File: config.mk
export PLATFORM = sky130hd
export DESIGN_NAME = hazard_forward_ctrl_flat
export DESIGN_NICKNAME = d
export VERILOG_FILES = /design/src/rtl/hazard_forward_ctrl_if.sv /design/src/rtl/hazard_forward_ctrl.sv /design/src/flat_wrapper.sv
export SDC_FILE = /design/constraint.sdc
export NUM_CORES = 1
export LEC_CHECK = 0
export BUFFER_PORTS_ARGS = -buffer_cell sky130_fd_sc_hd__clkbuf_2
export CORE_MARGIN = 2
export CORE_UTILIZATION = 53
export CTS_BUF_LIST = sky130_fd_sc_hd__clkbuf_8
export CTS_CLUSTER_DIAMETER = 150
export DETAILED_ROUTE_END_ITERATION = 10
export PLACE_DENSITY = 0.88
export SLEW_MARGIN = 0
export SYNTH_ARGS = -nofsm -noshare
export SYNTH_HDL_FRONTEND = slang
export SYNTH_SLANG_ARGS = --single-unit
File: constraint.sdc
create_clock -name clk -period 2.45 [get_ports clk]
set_clock_uncertainty 0.1 [all_clocks]
set_input_delay 0.1225 -clock clk [delete_from_list [all_inputs] [get_ports clk]]
set_output_delay 0.1225 -clock clk [all_outputs]
set_load 0.01 [all_outputs]
File: src/rtl/hazard_forward_ctrl_if.sv
// Bundle of ID-stage decode fields and hazard-control outputs shared between
// the decode stage (master) and the hazard/forwarding controller (slave).
interface hazard_forward_ctrl_if #(
    parameter int REG_ADDR_W = 5,
    parameter int CNT_W      = 16
);
    logic                  id_valid;
    logic [REG_ADDR_W-1:0] id_rs1;
    logic [REG_ADDR_W-1:0] id_rs2;
    logic                  id_use_rs1;
    logic                  id_use_rs2;
    logic [REG_ADDR_W-1:0] id_rd;
    logic                  id_reg_write;
    logic                  id_mem_read;
    logic                  flush;
    logic [1:0]            fwd_a_sel;
    logic [1:0]            fwd_b_sel;
    logic                  pc_write_en;
    logic                  ifid_write_en;
    logic                  idex_bubble;
    logic [CNT_W-1:0]      stall_count;

    modport master (
        output id_valid, id_rs1, id_rs2, id_use_rs1, id_use_rs2,
               id_rd, id_reg_write, id_mem_read, flush,
        input  fwd_a_sel, fwd_b_sel, pc_write_en, ifid_write_en,
               idex_bubble, stall_count
    );

    modport slave (
        input  id_valid, id_rs1, id_rs2, id_use_rs1, id_use_rs2,
               id_rd, id_reg_write, id_mem_read, flush,
        output fwd_a_sel, fwd_b_sel, pc_write_en, ifid_write_en,
               idex_bubble, stall_count
    );
endinterface

File: src/rtl/hazard_forward_ctrl.sv
// Load-use stall and ALU operand forwarding control for the 5-stage core.
// Tracks rd/reg_write/mem_read of the EX, MEM and WB instructions.
module hazard_forward_ctrl #(
    parameter int REG_ADDR_W = 5,
    parameter int CNT_W      = 16
) (
    input  logic clk,
    input  logic arst_n,
    hazard_forward_ctrl_if.slave hif
);
    localparam logic [REG_ADDR_W-1:0] X0       = {REG_ADDR_W{1'b0}};
    localparam logic [CNT_W-1:0]      CNT_MAX  = {CNT_W{1'b1}};
    localparam logic [CNT_W-1:0]      CNT_ONE  = {{(CNT_W-1){1'b0}}, 1'b1};
    localparam logic [1:0]            SEL_RF   = 2'b00;
    localparam logic [1:0]            SEL_EXM  = 2'b01;
    localparam logic [1:0]            SEL_MWB  = 2'b10;

    logic [REG_ADDR_W-1:0] ex_rd_r, mem_rd_r, wb_rd_r;
    logic                  ex_reg_write_r, mem_reg_write_r, wb_reg_write_r;
    logic                  ex_mem_read_r, mem_mem_read_r, wb_mem_read_r;
    logic [1:0]            fwd_a_r, fwd_b_r;
    logic [CNT_W-1:0]      stall_count_r;

    logic       lu_s, stall_s, bubble_s, enter_s;
    logic [1:0] sel_a_s, sel_b_s;
    logic       unused_s;

    // Younger producer (about to move into MEM) wins over the older one; x0 is never forwarded.
    function automatic logic [1:0] fwd_sel_f(
        input logic                  enter,
        input logic                  use_rs,
        input logic [REG_ADDR_W-1:0] rs,
        input logic                  ex_rw,
        input logic [REG_ADDR_W-1:0] ex_rd,
        input logic                  mem_rw,
        input logic [REG_ADDR_W-1:0] mem_rd
    );
        logic [1:0] sel;
        if (!enter || !use_rs) begin
            sel = SEL_RF;
        end else if (ex_rw && (ex_rd != X0) && (ex_rd == rs)) begin
            sel = SEL_EXM;
        end else if (mem_rw && (mem_rd != X0) && (mem_rd == rs)) begin
            sel = SEL_MWB;
        end else begin
            sel = SEL_RF;
        end
        return sel;
    endfunction

    // Hazard detection, pipeline enables and next forwarding selects.
    always_comb begin
        lu_s = hif.id_valid && ex_mem_read_r && (ex_rd_r != X0) &&
               ((hif.id_use_rs1 && (hif.id_rs1 == ex_rd_r)) ||
                (hif.id_use_rs2 && (hif.id_rs2 == ex_rd_r)));
        stall_s  = lu_s && !hif.flush;
        bubble_s = stall_s || hif.flush;
        enter_s  = hif.id_valid && !bubble_s;
        sel_a_s  = fwd_sel_f(enter_s, hif.id_use_rs1, hif.id_rs1,
                             ex_reg_write_r, ex_rd_r, mem_reg_write_r, mem_rd_r);
        sel_b_s  = fwd_sel_f(enter_s, hif.id_use_rs2, hif.id_rs2,
                             ex_reg_write_r, ex_rd_r, mem_reg_write_r, mem_rd_r);
    end

    // Tracker shift, registered selects and saturating stall counter.
    always_ff @(posedge clk or negedge arst_n) begin
        if (!arst_n) begin
            ex_rd_r         <= X0;
            ex_reg_write_r  <= 1'b0;
            ex_mem_read_r   <= 1'b0;
            mem_rd_r        <= X0;
            mem_reg_write_r <= 1'b0;
            mem_mem_read_r  <= 1'b0;
            wb_rd_r         <= X0;
            wb_reg_write_r  <= 1'b0;
            wb_mem_read_r   <= 1'b0;
            fwd_a_r         <= SEL_RF;
            fwd_b_r         <= SEL_RF;
            stall_count_r   <= {CNT_W{1'b0}};
        end else begin
            if (enter_s) begin
                ex_rd_r        <= hif.id_rd;
                ex_reg_write_r <= hif.id_reg_write;
                ex_mem_read_r  <= hif.id_mem_read;
            end else begin
                ex_rd_r        <= X0;
                ex_reg_write_r <= 1'b0;
                ex_mem_read_r  <= 1'b0;
            end
            mem_rd_r        <= ex_rd_r;
            mem_reg_write_r <= ex_reg_write_r;
            mem_mem_read_r  <= ex_mem_read_r;
            wb_rd_r         <= mem_rd_r;
            wb_reg_write_r  <= mem_reg_write_r;
            wb_mem_read_r   <= mem_mem_read_r;
            fwd_a_r         <= sel_a_s;
            fwd_b_r         <= sel_b_s;
            if (stall_s && (stall_count_r != CNT_MAX)) begin
                stall_count_r <= stall_count_r + CNT_ONE;
            end else begin
                stall_count_r <= stall_count_r;
            end
        end
    end

    // WB results reach ID through register-file write-through, so the WB tracker has no consumer here.
    assign unused_s = ^{wb_rd_r, wb_reg_write_r, wb_mem_read_r, mem_mem_read_r};

    assign hif.fwd_a_sel     = fwd_a_r;
    assign hif.fwd_b_sel     = fwd_b_r;
    assign hif.stall_count   = stall_count_r;
    assign hif.pc_write_en   = !stall_s;
    assign hif.ifid_write_en = !stall_s;
    assign hif.idex_bubble   = bubble_s;
endmodule

File: src/flat_wrapper.sv
// flat-port wrapper written by rule: the top's interface ports become plain ports
module hazard_forward_ctrl_flat 
#(
    parameter int REG_ADDR_W = 5,
    parameter int CNT_W      = 16
)
  (clk, arst_n, hif_id_valid, hif_id_rs1, hif_id_rs2, hif_id_use_rs1, hif_id_use_rs2, hif_id_rd, hif_id_reg_write, hif_id_mem_read, hif_flush, hif_fwd_a_sel, hif_fwd_b_sel, hif_pc_write_en, hif_ifid_write_en, hif_idex_bubble, hif_stall_count);
  hazard_forward_ctrl_if #(.REG_ADDR_W(REG_ADDR_W), .CNT_W(CNT_W)) hif_i ();
  input  logic clk;
  input  logic arst_n;
  input wire logic [$bits(hif_i.id_valid)-1:0] hif_id_valid;
  input wire logic [$bits(hif_i.id_rs1)-1:0] hif_id_rs1;
  input wire logic [$bits(hif_i.id_rs2)-1:0] hif_id_rs2;
  input wire logic [$bits(hif_i.id_use_rs1)-1:0] hif_id_use_rs1;
  input wire logic [$bits(hif_i.id_use_rs2)-1:0] hif_id_use_rs2;
  input wire logic [$bits(hif_i.id_rd)-1:0] hif_id_rd;
  input wire logic [$bits(hif_i.id_reg_write)-1:0] hif_id_reg_write;
  input wire logic [$bits(hif_i.id_mem_read)-1:0] hif_id_mem_read;
  input wire logic [$bits(hif_i.flush)-1:0] hif_flush;
  output wire logic [$bits(hif_i.fwd_a_sel)-1:0] hif_fwd_a_sel;
  output wire logic [$bits(hif_i.fwd_b_sel)-1:0] hif_fwd_b_sel;
  output wire logic [$bits(hif_i.pc_write_en)-1:0] hif_pc_write_en;
  output wire logic [$bits(hif_i.ifid_write_en)-1:0] hif_ifid_write_en;
  output wire logic [$bits(hif_i.idex_bubble)-1:0] hif_idex_bubble;
  output wire logic [$bits(hif_i.stall_count)-1:0] hif_stall_count;
  assign hif_i.id_valid = hif_id_valid;
  assign hif_i.id_rs1 = hif_id_rs1;
  assign hif_i.id_rs2 = hif_id_rs2;
  assign hif_i.id_use_rs1 = hif_id_use_rs1;
  assign hif_i.id_use_rs2 = hif_id_use_rs2;
  assign hif_i.id_rd = hif_id_rd;
  assign hif_i.id_reg_write = hif_id_reg_write;
  assign hif_i.id_mem_read = hif_id_mem_read;
  assign hif_i.flush = hif_flush;
  assign hif_fwd_a_sel = hif_i.fwd_a_sel;
  assign hif_fwd_b_sel = hif_i.fwd_b_sel;
  assign hif_pc_write_en = hif_i.pc_write_en;
  assign hif_ifid_write_en = hif_i.ifid_write_en;
  assign hif_idex_bubble = hif_i.idex_bubble;
  assign hif_stall_count = hif_i.stall_count;
  hazard_forward_ctrl #(.REG_ADDR_W(REG_ADDR_W), .CNT_W(CNT_W)) u_core (.clk(clk), .arst_n(arst_n), .hif(hif_i));
endmodule
==> out/results.tsv <==
stage	metric	value	unit
finish	fin nets	240	
pwr	leakage	0.00110	uW
floorplan	Initial Utilization	54.7	%
synth	Post-synth EDFFs	0	
synth	Most used DFF post-synth	dfrtp_1	
sta	Final Max Slew Viols	0	
pwr	VDD IR max	0.000375	V
synth	Yosys warning count	0	
global_routing	GRT overflow	0	
pwr	total power	1120	uW
synth	Syn Nets	175	
drt	DRT antenna net count	0	
worst_setup_path	Crit. End Element	output pin	
finish	Fill cells	215	
floorplan	Rows	20	
worst_setup_path	crit start category	flop	
clock_tree	Clk Latency, worst-skew pair	0.29	ns
drt	DRT iter0 DRCs	62	
synth	Post-Syn Area	1630	um2
global_routing	largest net degree at the start of global routing	34	
synth	most instantiated library cell after synthesis	dfrtp_1	
pwr	pwr/cell area	525	nW/um2
synth	multiplexer area fraction after synthesis	1.38	%
synth	Synth Area in XOR/XNOR	17.7	%
synth	largest family of logic cells by synthesized area	simple AND/OR/NAND/NOR gates	
sta	Hold Vio Cnt, Final	0	
clock_tree	CTS sink cnt	33	
outcome	status	completed	
synth	Area contributors post-synth	dfrtp_1, xor2_1, xnor2_1	
floorplan	Die Footprint	3540	um2
synth	post-synth top area share	50.7	%
worst_setup_path	arrival time at the worst endpoint	2.14	ns
floorplan	Die Height	59.5	um
floorplan	core area	2980	um2
synth	share of the yosys chip area belonging to registers	50.7	%
worst_setup_path	Crit path required time	2.23	ns
global_routing	vias in the first global route	1328	
finish	area grow syn2layout	30.9	%
sta	unrepaired setup endpoints after global routing	false	
synth	Avg Cell Area, Syn	10.8	um2
drt	drt pass-1 iters	4	
drt	DR vias	1412	
drt	DRC Markers	0	
synth	Compound-Gate Fraction of Synth Area	3.91	%
synth	area leader, netlist	dfrtp_1	
clock_tree	H-Tree Depth	2	
global_routing	overall routing resource usage	23.2	%
sta	Setup TNS	0	ns
sta	Tmin final	2.36	ns
synth	share of flip-flops with an asynchronous set or reset	100	%
floorplan	Die Wd	59.5	um
placement	Detailed Place HPWL	2580	um
finish	share of cells above drive strength 1	30.4	%
sta	FMAX	0.424	GHz
synth	fraction of the mapped netlist area in adder cells	0.767	%
synth	Yosys cell types	29	
placement	IO Port Bufs	45	
clock_tree	clock root cell	clkbuf_8	
worst_setup_path	critical path type	flop to output pin	
floorplan	total I/O pin count	46	
drt	Total Wirelength	3780	um
worst_setup_path	CP Max Fanout	6	
synth	Synth Area in Simple Gates	24.3	%
placement	GPL Wtd Cong	0.889	
sta	Tcrit/Tclk final	96.3	%
clock_tree	clock-pin transition on the worst setup and hold timing paths	0.07	ns
hold_path	HP Class	input port to flop	
global_routing	global-route wire length before repair	5910	um
clock_tree	Max Buffers Root-to-Sink	2	
finish	Seq. cell area	826	um2
synth	synth cell count leaders	dfrtp_1, xor2_1, xnor2_1	
sta	Finish-stage setup viols	0	
sta	measured slew at the worst slew-check pin	0.783	ns
sta	Max transition margin	47.8	%
synth	Yosys reg bits	33	
finish	Multi-input gate area	788	um2
global_routing	initial antenna violation count	0	
clock_tree	CTS tree	built	
clock_tree	number of buffers created by CTS	5	
finish	Antenna Cells	0	
drt	DR vias/cell	5.65	
drt	Wirelength per Cell	15.1	um
job	MaxCap Viol Count	0	
synth	Syn Inst Count	151	
==> timing repair <==
item / in CTS / in global routing
hold buffers: 10 / 0
hold endpoints to repair: 42 / 0
setup buffers: 0 / 3
setup endpoints to repair: 0 / 3
gates resized for setup: 0 / 2
==> layout make-up <==
cell class / count / area share (%)
Timing Repair Buffer: 62 / 17.7
Sequential cell: 33 / 38.7
Clock inverter: 1 / 0.234
Tap cell: 33 / 1.93
Multi-Input combinational cell: 114 / 36.9
Clock buffer: 7 / 4.51
==> cells by family after synthesis <==
family / Yosys count
AO/OA/AOI/OAI: 10
XOR/XNOR: 33
adder cells (fa/ha/maj): 1
buffers and inverters: 4
flip-flops: 33
multiplexers: 2
AND/OR/NAND/NOR: 68
==> report_power, final <==
group | switching, uW | total, uW | internal [uW]
logic | 54.6 | 109 | 54.1
clock network | 193 | 447 | 254
registers | 10.6 | 564 | 554
==> state kept, by name (all words and copies together), names as in the netlist <==
name / cells
u_core.hif.fwd_b_sel: 2
u_core.ex_mem_read_r: 1
u_core.mem_rd_r: 5
u_core.mem_reg_write_r: 1
u_core.hif.fwd_a_sel: 2
u_core.hif.stall_count: 16
u_core.ex_rd_r: 5
u_core.ex_reg_write_r: 1
==> placed cells by master (no fill, tap or decap), drive strengths merged, types with 7 or more instances in the layout <==
cell type and n:
xor2 18, buf 7, nand3 9, nand4 11
nor2 7, xnor2 15, dlygate4sd3 10, clkbuf 52
nand2 7, and3 14, dfrtp 33
==> worst max-delay path, stage by stage, from the launching register on <==
cell and delay, ns:
dfrtp_1 0.43, or4_4 0.55, or2_0 0.24, and2_4 0.17, and2_4 0.17, a21o_1 0.17
clkbuf_2 0.12
==> worst paths after layout <==
| check | from | to | slack [ns] | depth (start not counted) |
|---|---|---|---|---|
| worst max-delay path | u_core.ex_rd_r[0] | hif_idex_bubble | 0.09 | 6 |
| worst min-delay path | hif_id_rs1[0] | u_core.hif.fwd_a_sel[1] | 0.10 | 4 |
| max in group asynchronous | arst_n | u_core.hif.stall_count[14] | 1.40 | 2 |
| worst max register to register | u_core.ex_rd_r[0] | u_core.hif.stall_count[1] | 0.22 | 6 |
| min in group asynchronous | arst_n | u_core.mem_reg_write_r | 0.35 | 2 |
| worst min register to register | u_core.ex_reg_write_r | u_core.mem_reg_write_r | 0.29 | 0 |
==> routing by layer <==
metal  wire length (um)  track usage, %  up-vias
li1                   -               -      676
met3                192            6.77        8
met2               1830            36.1       54
met4                 63            12.0        0
met5                  0               0        -
met1               1690            29.1      674
==> through the flow <==
step                setup slack [ns]  instances  instance area (um2)  hold slack, ns  utilization (%)
floorplan                      0.485        151                 1630          -0.273                -
global placement               0.387        229                 1910           0.130             64.0
detailed placement             0.332        229                 1910           0.135             64.0
CTS                          0.00808        247                 2110          0.0843             70.8
global route                  0.0245        250                 2130           0.116             71.7
finish                        0.0914        250                 2130           0.101             71.7
No activity file was read; power rests on OpenSTA's default activity.
